$ cat src/rtl/matrix_mult_ctrl.sv
// rtl/matrix_mult_ctrl.sv - register-file initiator computing C = A x B one cell at a time.
// Optional MATMUL_SATURATE_EN clamps each C cell to the signed CELL_WIDTH range instead of truncating.
module matrix_mult_ctrl #(
    parameter int SIZE          = 4,
    parameter int ADDRESS_WIDTH = 4,
    parameter int CELL_WIDTH    = 32,
    parameter int WIDTH         = CELL_WIDTH * SIZE
) (
    input  logic                     in_clk,
    input  logic                     in_reset,
    input  logic                     in_start,
    output logic                     out_busy,
    output logic                     out_done,
    output logic [ADDRESS_WIDTH-1:0] out_address,
    output logic [1:0]               out_type,
    output logic [1:0]               out_select_matrix,
    output logic                     out_read_en,
    output logic                     out_write_en,
    output logic [WIDTH-1:0]         out_data,
    input  logic [WIDTH-1:0]         in_data
);
    localparam int CNT_W = (SIZE > 1) ? $clog2(SIZE) : 1;
    localparam int ACC_W = 2 * CELL_WIDTH + CNT_W;

    typedef enum logic [2:0] {IDLE, RD_A, RD_B, CAP_B, MAC, WR_C, DONE} state_t;

    state_t                   state_q;
    logic [CNT_W-1:0]         i_q, j_q, k_q;
    logic signed [ACC_W-1:0]  acc_q;
    logic [WIDTH-1:0]         row_a_q, col_b_q;

    logic signed [CELL_WIDTH-1:0]   a_elem, b_elem;
    logic signed [2*CELL_WIDTH-1:0] prod;
    logic signed [ACC_W-1:0]        acc_d;
    logic [CELL_WIDTH-1:0]          result;
    logic                           i_last, j_last, k_last;

    always_comb begin
        a_elem = row_a_q[int'(k_q)*CELL_WIDTH +: CELL_WIDTH];
        b_elem = col_b_q[int'(k_q)*CELL_WIDTH +: CELL_WIDTH];
        prod   = a_elem * b_elem;
        acc_d  = acc_q + {{(ACC_W-2*CELL_WIDTH){prod[2*CELL_WIDTH-1]}}, prod};
        i_last = (i_q == CNT_W'(SIZE-1));
        j_last = (j_q == CNT_W'(SIZE-1));
        k_last = (k_q == CNT_W'(SIZE-1));
`ifdef MATMUL_SATURATE_EN
        // In range only when every bit above the cell's sign bit matches it.
        if (acc_d[ACC_W-1:CELL_WIDTH-1] == '0 || acc_d[ACC_W-1:CELL_WIDTH-1] == '1)
            result = acc_d[CELL_WIDTH-1:0];
        else if (acc_d[ACC_W-1])
            result = {1'b1, {(CELL_WIDTH-1){1'b0}}};
        else
            result = {1'b0, {(CELL_WIDTH-1){1'b1}}};
`else
        result = acc_d[CELL_WIDTH-1:0];
`endif
    end

    // Outputs are loaded on the edge that enters a state, so they line up with that state.
    always_ff @(posedge in_clk) begin
        if (in_reset) begin
            state_q           <= IDLE;
            i_q               <= '0;
            j_q               <= '0;
            k_q               <= '0;
            acc_q             <= '0;
            row_a_q           <= '0;
            col_b_q           <= '0;
            out_busy          <= 1'b0;
            out_done          <= 1'b0;
            out_address       <= '0;
            out_type          <= 2'b00;
            out_select_matrix <= 2'b00;
            out_read_en       <= 1'b0;
            out_write_en      <= 1'b0;
            out_data          <= '0;
        end else begin
            case (state_q)
                IDLE: begin
                    if (in_start) begin
                        state_q           <= RD_A;
                        i_q               <= '0;
                        j_q               <= '0;
                        out_busy          <= 1'b1;
                        out_read_en       <= 1'b1;
                        out_type          <= 2'b01;
                        out_select_matrix <= 2'b00;
                        out_address       <= '0;
                    end
                end
                RD_A: begin
                    state_q           <= RD_B;
                    out_read_en       <= 1'b1;
                    out_type          <= 2'b10;
                    out_select_matrix <= 2'b01;
                    out_address       <= ADDRESS_WIDTH'(j_q);
                end
                RD_B: begin
                    if (j_q == '0)
                        row_a_q <= in_data;
                    state_q           <= CAP_B;
                    out_read_en       <= 1'b0;
                    out_type          <= 2'b00;
                    out_select_matrix <= 2'b00;
                    out_address       <= '0;
                end
                CAP_B: begin
                    col_b_q <= in_data;
                    acc_q   <= '0;
                    k_q     <= '0;
                    state_q <= MAC;
                end
                MAC: begin
                    acc_q <= acc_d;
                    k_q   <= k_q + 1'b1;
                    if (k_last) begin
                        state_q           <= WR_C;
                        out_write_en      <= 1'b1;
                        out_type          <= 2'b00;
                        out_select_matrix <= 2'b10;
                        out_address       <= ADDRESS_WIDTH'(int'(i_q) * SIZE + int'(j_q));
                        out_data          <= {{(WIDTH-CELL_WIDTH){1'b0}}, result};
                    end
                end
                WR_C: begin
                    out_write_en <= 1'b0;
                    out_data     <= '0;
                    if (j_last) begin
                        j_q <= '0;
                        if (i_last) begin
                            state_q           <= DONE;
                            out_done          <= 1'b1;
                            out_type          <= 2'b00;
                            out_select_matrix <= 2'b00;
                            out_address       <= '0;
                        end else begin
                            i_q               <= i_q + 1'b1;
                            state_q           <= RD_A;
                            out_read_en       <= 1'b1;
                            out_type          <= 2'b01;
                            out_select_matrix <= 2'b00;
                            out_address       <= ADDRESS_WIDTH'((int'(i_q) + 1) * SIZE);
                        end
                    end else begin
                        j_q               <= j_q + 1'b1;
                        state_q           <= RD_B;
                        out_read_en       <= 1'b1;
                        out_type          <= 2'b10;
                        out_select_matrix <= 2'b01;
                        out_address       <= ADDRESS_WIDTH'(int'(j_q) + 1);
                    end
                end
                DONE: begin
                    state_q  <= IDLE;
                    out_done <= 1'b0;
                    out_busy <= 1'b0;
                end
                default: state_q <= IDLE;
            endcase
        end
    end
endmodule

$ cat config.mk
export PLATFORM = sky130hd
export DESIGN_NAME = matrix_mult_ctrl
export DESIGN_NICKNAME = d
export VERILOG_FILES = /design/src/rtl/matrix_mult_ctrl.sv
export SDC_FILE = /design/constraint.sdc
export NUM_CORES = 2
export LEC_CHECK = 0
export CORE_MARGIN = 3
export CORE_UTILIZATION = 35
export CTS_CLUSTER_DIAMETER = 120
export DETAILED_ROUTE_END_ITERATION = 8
export HOLD_SLACK_MARGIN = 0.1
export PLACE_DENSITY = 0.55
export SYNTH_ARGS = -nofsm -noshare
export SYNTH_HDL_FRONTEND = slang
export SYNTH_SLANG_ARGS = --single-unit
$ cat constraint.sdc
create_clock -name in_clk -period 19.75 [get_ports in_clk]
set_input_delay 1.975 -clock in_clk [delete_from_list [all_inputs] [get_ports in_clk]]
set_output_delay 1.975 -clock in_clk [all_outputs]
set_load 0.03 [all_outputs]
; ---- Word level (Yosys, flattened, before mapping)
; Index checks and enable logic that the tools add are counted.
[classes]
n_addsub = 7
mul = 1
eq_ne = 15
shift = 2
mux = 38
reduce_logical = 18
[op_table]
columns = cell, n
row1 = case mux 128 bit (2 select lines), 1
row2 = variable part select 128 x 8 -> 32 bit, 2
row3 = case mux 66 bit (2 select lines), 1
row4 = two-way mux 128 bit, 1
row5 = adder 66 bit, 1
row6 = multiplier 32 x 32 -> 64 bit, 1
row7 = case mux 2 bit (5 select lines), 2
row8 = case mux 4 bit (5 select lines), 1
row9 = case mux 3 bit (6 select lines), 1
row10 = two-way mux 2 bit, 8
row11 = two-way mux 4 bit, 4
row12 = two-way mux 3 bit, 4
row13 = case mux 2 bit (2 select lines), 3
row14 = inequality test 2 bit (second input constant), 5
row15 = AND reduction 2 bit, 5
row16 = nonzero test 2 bit, 5
row17 = equality test 3 bit (second input constant), 3
row18 = AND reduction 3 bit, 3
row19 = adder 2 x 1 -> 2 bit (second input constant), 4
row20 = two-way mux 1 bit, 8
row21 = equality test 2 bit (second input constant), 3
row22 = equality test 3 x 2 -> 1 bit (second input constant), 2
row23 = case mux 1 bit (2 select lines), 3
row24 = nonzero test 5 bit, 1
row25 = other kinds (9), 9
[word_totals]
ff_bits = 471
inputBits = 131
out_inout_bits = 140
wordCells = 96

; ---- Longest topological paths before layout
[depth]
word_depth = 5
depth_mapped = 45
ltp_nobuf = 39

; ---- Worst setup path before layout
; No wires, ideal clock.
[synth_path]
kind = reg-to-reg
from = reg k_q[1]
to = reg acc_q[30]
t_arrival_ns = 10.091
t_required_ns = 19.659
slack_ns = 9.568
stages_incl_launch_ff = 45
n_path_buf = 7
period_less_slack_ns = 10.182
path_cell_list = dfxtp_1 buf_4 buf_4 buf_2 buf_2 buf_1 buf_1 nand2_1 o21ai_1 clkbuf_1 nor2_1 fa_1 inv_1 fa_1 inv_1 fa_1 inv_1 fa_1 [... 9 more ...] a21o_1 a21oi_1 a21boi_0 o21ai_0 o311ai_0 a21o_1 a211oi_1 nor2_1 ha_1 a21o_1 a21oi_1 o21ai_0 nor2_1 o21ai_1 a31o_2 a2111oi_0 a31oi_1 a311oi_1
[synth_via]
elab_chain_len = 4
[synth_lines]
columns = item, line_no
row1 = start: declaration, 28  ; logic [CNT_W-1:0] i_q, j_q, k_q;
row2 = start signal: assignment, 115  ; k_q <= k_q + 1'b1;
row3 = "variable part select 128 x 8 -> 32 bit, on equally long branches", "39, 40"
row4 = multiplier 32 x 32 -> 64 bit *, 41  ; prod = a_elem * b_elem;
row5 = adder 66 bit *, 42  ; acc_d = acc_q + {{(ACC_W-2*CELL_WIDTH){prod[2*CELL_WIDTH-1]}}, prod};
row6 = case mux 66 bit (2 select lines) *, 78  ; case (state_q)
row7 = end signal: assignment, 66  ; acc_q <= '0;
row8 = end signal: assignment, 109  ; acc_q <= '0;
row9 = end signal: assignment, 114  ; acc_q <= acc_d;
row10 = end: declaration, 29  ; logic signed [ACC_W-1:0] acc_q;
; Every way passes the cells marked *; elsewhere a longest branch is shown, timed or not.
; A chain may end at the register's enable or synchronous reset.

; ---- Worst setup path in the final report
[layout_path]
from = reg k_q[0]
to = reg acc_q[30]
; The elaborated chain is that of the path after synthesis.

==> run_results.csv <==
group,metric,value,unit
place,portBuffers,174,
sta,finalHoldViolations,0,
place,place_inst,5118,
clock_tree,ctsHoldBuffers,0,
place,placed_cell_area,0.0348,mm^2
hold_path,hp-class,"reg2reg",
global_route,grt_pass1_wl,147000,um
layout,final_area,0.0361,mm^2
drt,finalWirelength,95100,um
logic_synthesis,syn_area,0.0324,mm^2
logic_synthesis,synth_edf_count,0,
global_route,top_usage_layer,"met2",
logic_synthesis,synth-xor-area-share,3.11,%
sta,setup_viol,0,
global_route,grt_pass1_vias,24714,
floorplanning,die_area,0.0963,mm^2
clock_tree,cts_resized,0,
layout,antennaDiodeCount,0,
layout,fin_util,39.3,%
floorplanning,die_x,310,um
logic_synthesis,synth.distinct_cells,65,
layout,syn_to_final_growth,11.2,%
global_route,grt_max_degree,138,
clock_tree,cts_buffers,38,
power,powerDensity,55.4,mW/mm^2
worst_setup_path,cpMaxStageDelayCell,"buf_4",
global_route,use_met1,28.6,%
layout,layout_common_cells,"nand2_1, inv_1, fa_1",
power,power,2.00,mW
worst_setup_path,arrival,11.73,ns
logic_synthesis,muxShareOfSynthArea,7.09,%
outcome,status,"finished clean",
drt,antenna_left,0,
layout,layout_commonest_cell,"nand2_1",
global_route,grt_overflow,0,
sta,worst_pin_slew,1.24,ns
worst_setup_path,slowest_delay,0.83,ns
sta,timing.hold.ws,0.450,ns
worst_setup_path,critPathKind,"reg2reg",
global_route,track_usage,19.8,%
sta,relSlewSlack,15.9,%
floorplanning,core_area,0.0918,mm^2
clock_tree,cts_setup_buffers,0,
clock_tree,htree_levels,2,
logic_synthesis,avgSynthCellArea,8.39,um^2
floorplanning,io_pins,271,
worst_setup_path,cp_max_fo,55,
floorplanning,core.rowCount,111,
drt,avgViaCountPerCell,4.88,
layout,drive_gt1_share,5.27,%
drt,firstDrtPassIters,6,
layout,nFillCells,9502,
place,routabilityCongestion,0.862,
sta,clock_skew,0.0170,ns
sta,fin_crit,11.26,ns
logic_synthesis,synthSimpleGateAreaFrac,16.1,%
layout,fin_cells,5187,
global_route,antenna_found_initial,0,
logic_synthesis,synth_fa_ha_area_share,32.4,%
floorplanning,die_h,310,um
layout,fin_nets,4640,
logic_synthesis,synth_top_family_by_area,"adder cells",
clock_tree,clk_latency,0.57,ns
logic_synthesis,synth-compound-area-share,8.99,%
sta,tns,0,ns
drt,routedWlPerCell,18.3,um
drt,drtIter0Drc,1696,
global_route,use_met2,30.9,%
logic_synthesis,ys_seq_area_share,21.0,%
clock_tree,cts.clk_slew.worst_paths,0.06,ns
clock_tree,cts_sinks,341,
drt,via_count,25319,
sta,slew_violations,0,
place,dp_hpwl,72300,um
floorplanning,start_util,35.3,%
logic_synthesis,synthCells,3865,
drt,drc,0,
sta,max_freq,0.0888,GHz
logic_synthesis,synth_seq_cells,341,
worst_setup_path,critPathCaptureType,"flop",
clock_tree,cts_tree,"built",
worst_setup_path,worstPathRequired,20.22,ns
global_route,use_met3,3.01,%
clock_tree,clockRootBuffer,"clkbuf_16",
clock_tree,clock_path_buffers,3,
sta,period_share,57.0,%
sta,rsz0062_at_grt,"no",
power,irDropWorstVdd,0.0494,mV
sta,timing.final.ws_setup,8.49,ns
power,leakage,15.1,nW
place,pre_cts_slack,8.46,ns
logic_synthesis,async_flop_share,0,%
logic_synthesis,yosysWarnings,0,
worst_setup_path,cpMostUsedCell,"fa_1",
worst_setup_path,critPathLaunchType,"flop",
job,drv_cap,0,
logic_synthesis,synthFlopType,"dfxtp_1",
routing by layer:
layer	wire, um	vias up
met4	2250	0
met2	42900	667
met5	0	-
met1	44400	12558
li1	-	11984
met3	5530	110
cell families (layout without fill, tap and decap cells):
kind of cell,after synthesis,count (layout)
xor+xnor,112,112
mux,163,163
buf+inv,831,815
other cells,1,96
flops,341,341
fa+ha+maj,594,594
simple gates,1301,1301
compound gates,522,522
final timing paths:
check	start	endpoint	slack, ns	cells after the start
setup / recovery	k_q[0]	acc_q[30]	8.49	36
setup reg to reg	k_q[0]	acc_q[30]	8.49	36
hold / removal	row_a_q[108]	row_a_q[108]	0.45	2
hold reg to reg	row_a_q[108]	row_a_q[108]	0.45	2
layout make-up:
class	instances	area, um^2	share of cell area [%]
clock buffers	58	1180	3.27
clock inverters	11	114	0.316
inverters	540	2030	5.62
multi-input cells	2788	22400	62.0
flip-flops and latches	341	6830	19.0
well taps	1243	1560	4.31
repair buffers	206	1990	5.51
report_power, final:
group	switching, mW	leakage, nW	internal [mW]
sequential	0.0331	2.77	0.736
clock	0.309	0.634	0.428
combinational	0.340	11.7	0.150
total	0.682	15.1	1.31
flip-flops by register name, summed over array words and instances, names as in the netlist, 3 cells and up:
signal / flops
out_address: 4
acc_q: 32
col_b_q: 128
out_data: 32
state_q: 3
row_a_q: 128
worst max-delay path: cells and delay by family (launching register included):
family,cells,cell delay [ns]
simple gates,2,0.43
mux,1,0.67
compound gates,16,3.11
flops,1,0.66
xor+xnor,1,0.16
buf+inv,6,1.69
fa+ha+maj,10,4.39
cell usage after synthesis, drive strengths merged (2+ instances only):
master,count,share of area (%)
nand2,806,9.4
inv,539,6.2
fa,409,25
a21oi,352,5.5
dfxtp,341,21
nor2,340,3.9
ha,185,7.1
clkbuf,156,1.8
buf,135,3.2
xnor2,88,2.4
mux2i,85,2.9
o21ai,54,0.83
nand3,48,0.74
and2,43,0.83
mux4,40,2.8
mux2,38,1.3
a21o,31,0.72
a22oi,26,0.60
nor2b,26,0.50
xor2,23,0.62
a31oi,16,0.31
nand2b,10,0.19
and3,8,0.15
o21a,8,0.19
nor3,7,0.11
o21bai,7,0.16
nand4,5,0.096
o31ai,5,0.12
a21boi,4,0.093
a211oi,2,0.046
a221o,2,0.062
a221oi,2,0.054
a311oi,2,0.054
a32oi,2,0.054
nor4,2,0.039
o211ai,2,0.046
No activity file was read; power rests on OpenSTA's default activity.
